**src/rtl/codec_adc_serial_source.sv**
```systemverilog
// Codec ADC serial source: transmitter end of the serial audio link.
// Generates bclk and lrclk from the system clock and shifts a staged
// left/right sample pair out MSB-first, left-justified, one frame per
// lrclk period. Data changes on bclk falling edges.
module codec_adc_serial_source #(
  parameter int CLK_DIV      = 2,
  parameter int SLOT_BITS    = 32,
  parameter int SAMPLE_WIDTH = 16
) (
  input  logic                    clock,
  input  logic                    reset_n,
  input  logic [SAMPLE_WIDTH-1:0] left_sample,
  input  logic [SAMPLE_WIDTH-1:0] right_sample,
  input  logic                    sample_valid,
  output logic                    sample_ready,
  output logic                    bclk,
  output logic                    lrclk,
  output logic                    adcdat,
  output logic                    underrun,
  output logic                    frame_start
);

  localparam int FRAME_BITS = 2 * SLOT_BITS;
  localparam int DIV_W      = (CLK_DIV > 1) ? $clog2(CLK_DIV) : 1;
  localparam int CNT_W      = $clog2(FRAME_BITS);

  localparam logic [DIV_W-1:0] DIV_LAST = DIV_W'(CLK_DIV - 1);
  localparam logic [CNT_W-1:0] CNT_LAST = CNT_W'(FRAME_BITS - 1);
  localparam logic [CNT_W-1:0] SLOT_LEN = CNT_W'(SLOT_BITS);

  logic [DIV_W-1:0]        div_cnt;
  logic [CNT_W-1:0]        bit_cnt;
  logic                    stage_empty;
  logic [SAMPLE_WIDTH-1:0] stage_l;
  logic [SAMPLE_WIDTH-1:0] stage_r;
  logic [SAMPLE_WIDTH-1:0] act_l;
  logic [SAMPLE_WIDTH-1:0] act_r;

  // Combinational next-bit decode
  logic                    fe;
  logic                    load;
  logic                    in_left;
  logic [CNT_W-1:0]        bit_next;
  logic [CNT_W-1:0]        slot_pos;
  logic [SAMPLE_WIDTH-1:0] frame_l_nxt;
  logic [SAMPLE_WIDTH-1:0] frame_r_nxt;
  logic [SAMPLE_WIDTH-1:0] chan;
  logic                    dat_nxt;

  assign sample_ready = stage_empty;

  // Bit-clock divider: toggle bclk every CLK_DIV system clocks.
  always_ff @(posedge clock or negedge reset_n) begin
    if (!reset_n) begin
      div_cnt <= '0;
      bclk    <= 1'b0;
    end else if (div_cnt == DIV_LAST) begin
      // NOTE: state updates use non-blocking assignments so every flop
      // samples the pre-edge values, independent of block ordering.
      div_cnt <= '0;
      bclk    <= ~bclk;
    end else begin
      div_cnt <= div_cnt + DIV_W'(1);
    end
  end

  // Decode the falling-edge event, the next bit position and its data bit.
  always_comb begin
    // NOTE: every output of this block gets a default first so no path
    // leaves a value unassigned, which would infer a latch.
    dat_nxt     = 1'b0;
    fe          = bclk && (div_cnt == DIV_LAST);
    bit_next    = (bit_cnt == CNT_LAST) ? '0 : bit_cnt + CNT_W'(1);
    load        = fe && (bit_next == '0);
    in_left     = bit_next < SLOT_LEN;
    slot_pos    = in_left ? bit_next : bit_next - SLOT_LEN;
    // A frame load with a full staging register switches to the new pair
    // immediately, so bit 0 of the left slot already carries it.
    frame_l_nxt = (load && !stage_empty) ? stage_l : act_l;
    frame_r_nxt = (load && !stage_empty) ? stage_r : act_r;
    chan        = in_left ? frame_l_nxt : frame_r_nxt;
    for (int i = 0; i < SAMPLE_WIDTH; i++) begin
      if (slot_pos == CNT_W'(SAMPLE_WIDTH - 1 - i)) dat_nxt = chan[i];
    end
  end

  // Serializer: advance the bit counter and drive lrclk/adcdat on each fe.
  always_ff @(posedge clock or negedge reset_n) begin
    if (!reset_n) begin
      bit_cnt     <= CNT_LAST;
      lrclk       <= 1'b0;
      adcdat      <= 1'b0;
      act_l       <= '0;
      act_r       <= '0;
      underrun    <= 1'b0;
      frame_start <= 1'b0;
    end else begin
      frame_start <= load;
      if (fe) begin
        bit_cnt <= bit_next;
        lrclk   <= in_left;
        adcdat  <= dat_nxt;
      end
      if (load) begin
        act_l <= frame_l_nxt;
        act_r <= frame_r_nxt;
        if (stage_empty) underrun <= 1'b1;
      end
    end
  end

  // Staging flag: set on acceptance, cleared when a frame load consumes it.
  always_ff @(posedge clock or negedge reset_n) begin
    if (!reset_n) begin
      stage_empty <= 1'b1;
    end else if (load && !stage_empty) begin
      stage_empty <= 1'b1;
    end else if (sample_valid && stage_empty) begin
      stage_empty <= 1'b0;
    end
  end

  // Staging data: captured on acceptance only.
  always_ff @(posedge clock) begin
    // NOTE: the data registers carry no reset; stage_empty alone decides
    // whether their contents are ever used.
    if (sample_valid && stage_empty) begin
      stage_l <= left_sample;
      stage_r <= right_sample;
    end
  end

endmodule
```
**config.mk**
```make
export PLATFORM = sky130hd
export DESIGN_NAME = codec_adc_serial_source
export DESIGN_NICKNAME = d
export VERILOG_FILES = /design/src/rtl/codec_adc_serial_source.sv
export SDC_FILE = /design/constraint.sdc
export NUM_CORES = 1
export LEC_CHECK = 0
export ABC_AREA = 1
export CORE_ASPECT_RATIO = 1.2
export CORE_UTILIZATION = 50
export DETAILED_ROUTE_END_ITERATION = 10
export GPL_ROUTABILITY_DRIVEN = 0
export GPL_TIMING_DRIVEN = 0
export PLACE_DENSITY_LB_ADDON = 0.1
export REMOVE_ABC_BUFFERS = 1
export SYNTH_ARGS = -nofsm -noshare
export SYNTH_HDL_FRONTEND = slang
export SYNTH_SLANG_ARGS = --single-unit
```
**constraint.sdc**
```tcl
create_clock -name clock -period 6.13 [get_ports clock]
set_input_delay 0.613 -clock clock [delete_from_list [all_inputs] [get_ports clock]]
set_output_delay 0.613 -clock clock [all_outputs]
set_load 0.03 [all_outputs]
```
==> impl_metrics.toml <==
[status]
outcome = "finished, final reports clean"

[floorplan]
die_y_um = 92.51
coreArea_um2 = 6526
chipWidth_um = 77.43
initial_core_util = 0.5230
row_count = 32
dieArea_um2 = 7163
io_pins = 41

[sta]
finalHoldViolations = 0
setup_tns_ns = 0
rsz0062_at_grt = "no"
period_minus_slack_ns = 4.071
setup_viol = 0
post-route-period-util = 0.6640
finalClockSkew_ns = 0.007724
fmax_mhz = 245.7
drv_slew = 0
tightest_slew_ns = 1.197
relSlewSlack = 0.2009

[synth]
synth-seq-area-share = 0.6140
ys.flop_type = "dfrtp_1"
synth_edf_count = 32
ys_async_sr_fraction = 0.5844
synth.distinct_cells = 30
syn_inst = 355
synth_warnings = 0
synth_area_per_cell_um2 = 9.615
synth_top_area_share = 0.2815
synthTopCellsByArea = "edfxtp_1 28%, dfrtp_1 28%, nand2_1 14%"
yosys_register_bits = 77
syn_area_um2 = 3413
synth.largest_area_cell = "edfxtp_1"

[power]
power.static_leakage_nw = 1.936
finalPower_mw = 0.9826
pwr_density_cell_nw_per_um2 = 239.5
vdd_drop_max_mv = 0.1573

[clocking]
cts_tree = "yes"
cts_buffer_depth = 2
holdBufCountCts = 0
path_clk_slew_ns = 0.08
cts-buffers-inserted = 9
cts_max_level = 3
cts_root_buf = "clkbuf_8"
postCtsSetupRepairBufs = 0
clock_sinks = 77
cts_resized = 0
clkLatencyLatePin_ns = 0.35

[layout]
final_cell_mix = "127 x nand2_1, 39 x clkdlybuf4s50_1, 38 x dfrtp_1"
fill_cells = 581
antenna_cells = 0
drive_gt1_frac = 0.09926
syn2layout_area_growth_pct = 20.20
nets = 438
stdcell_count = 488
layout_commonest_cell = "nand2_1"
design_area_um2 = 4103

[global_route]
antenna_found_initial = 0
grtUsageTotal = 0.1909
grt_pass1_wl_um = 10410
grt_overflow_total = 0
grt_max_degree = 35
grt_pass1_vias = 2260

[worst_setup_path]
r2r_start = "bit_cnt[0]$_DFFE_PN1P_"
r2r-end = "adcdat$_DFFE_PN0P_"
crit_path_start_kind = "flop"
r2r_slack_ns = 2.06
worstSetupPathType = "flop to flop"
crit_fanout = 34
critPathRequiredTime_ns = 6.41
worstRegToRegCells = 32
slowest_stage = "dfstp_2"
critPathCaptureType = "flop"
max_stage_delay_ns = 0.61
arrival_ns = 4.35
crit_path_frequent_cell = "nand2_1"
setup.worst_path.start = "bit_cnt[0]$_DFFE_PN1P_"

[drt]
drc = 0
dr.pass1.iters = 4
wirelength_um = 6130
vias = 2396
wl_per_cell_um = 12.56
postRouteAntennaNets = 0
vias_per_cell = 4.910
drtIter0Drc = 124

[hold_path]
hold_path.class = "input port to asynchronous set/reset pin"

[run]
cap_violations = 0

[placed_design]
numPortBuffers = 40
dpl.hpwl_um = 4164
place_area_um2 = 3889
dp.cells = 472
[report_power, final]
group	internal [mW]	total (mW)	switching [mW]	leakage, nW
sequential	0.537	0.537	0.000000000000000160	0.882
clock	0.229	0.417	0.188	0.107
combinational	0.0196	0.0281	0.00856	0.947
total	0.786	0.983	0.197	1.94
[worst max-delay path, delay by kind of cell, from the launching register on]
family	cells	cell delay [ns]
and+or+nand+nor	27	2.61
DFF	1	0.61
buffers and inverters	2	0.37
adders and majority gates	1	0.21
AOI/OAI and AO/OA	2	0.18
[through the flow]
step,util,hold slack [ns],setup slack (ns)
2_1_floorplan,-,0.3174,2.807
3_3_place_gp,0.5936,0.4304,2.100
3_5_place_dp,0.5959,0.4424,2.039
4_1_cts,0.6286,0.1837,1.985
5_1_grt,0.6286,0.2080,1.566
6_report,0.6286,0.1864,2.059
[cell type report]
class,instances,area [µm²],share of cell area
timing repair buffer,41,415.4,0.1013
clock inverter,6,86.33,0.02104
multi-input combinational,229,1116,0.2720
clock buffer,10,127.6,0.03111
tap,85,106.4,0.02592
sequential,77,2096,0.5108
inverter,40,155.1,0.03782
[how the worst max path moves through the flow]
stage | to | cells after the start
after detailed placement | adcdat$_DFFE_PN0P_ | 32
after global placement | adcdat$_DFFE_PN0P_ | 32
after CTS | adcdat$_DFFE_PN0P_ | 32
after floorplan | adcdat$_DFFE_PN0P_ | 32
final | adcdat$_DFFE_PN0P_ | 32
after global routing | adcdat$_DFFE_PN0P_ | 32
[Yosys cell counts, drive strengths merged, types with 5 or more instances]
cell,number
dfstp,7
dfrtp,38
buf,6
edfxtp,32
ha,5
and2,6
inv,37
o211ai,9
nand4,7
o21ai,10
nand2,133
nand3,29
nor2,23
[sequential cells by signal (all words and copies together) (netlist names)]
register and cells:
stage_r 16, underrun 1, sample_ready 1, stage_l 16, bclk 1, adcdat 1
lrclk 1, div_cnt 1, act_l 16, bit_cnt 6, frame_start 1, act_r 16
[kinds of logic (layout without fill, tap and decap cells)]
family,Yosys count,after routing,share of synthesized area
simple gates,198,198,0.2592
flops,77,77,0.6140
buf+inv,49,97,0.05902
compound gates,25,25,0.04692
fa+ha+maj,5,5,0.01833
xor+xnor,1,1,0.002566
[layer usage]
layer  GRT usage  wire length [µm]
met5           0                 0
met1      0.2475              2838
met4     0.08491                92
met3     0.04828               191
met2      0.3024              3007
Note: power is estimated with default switching activity, not from simulation.
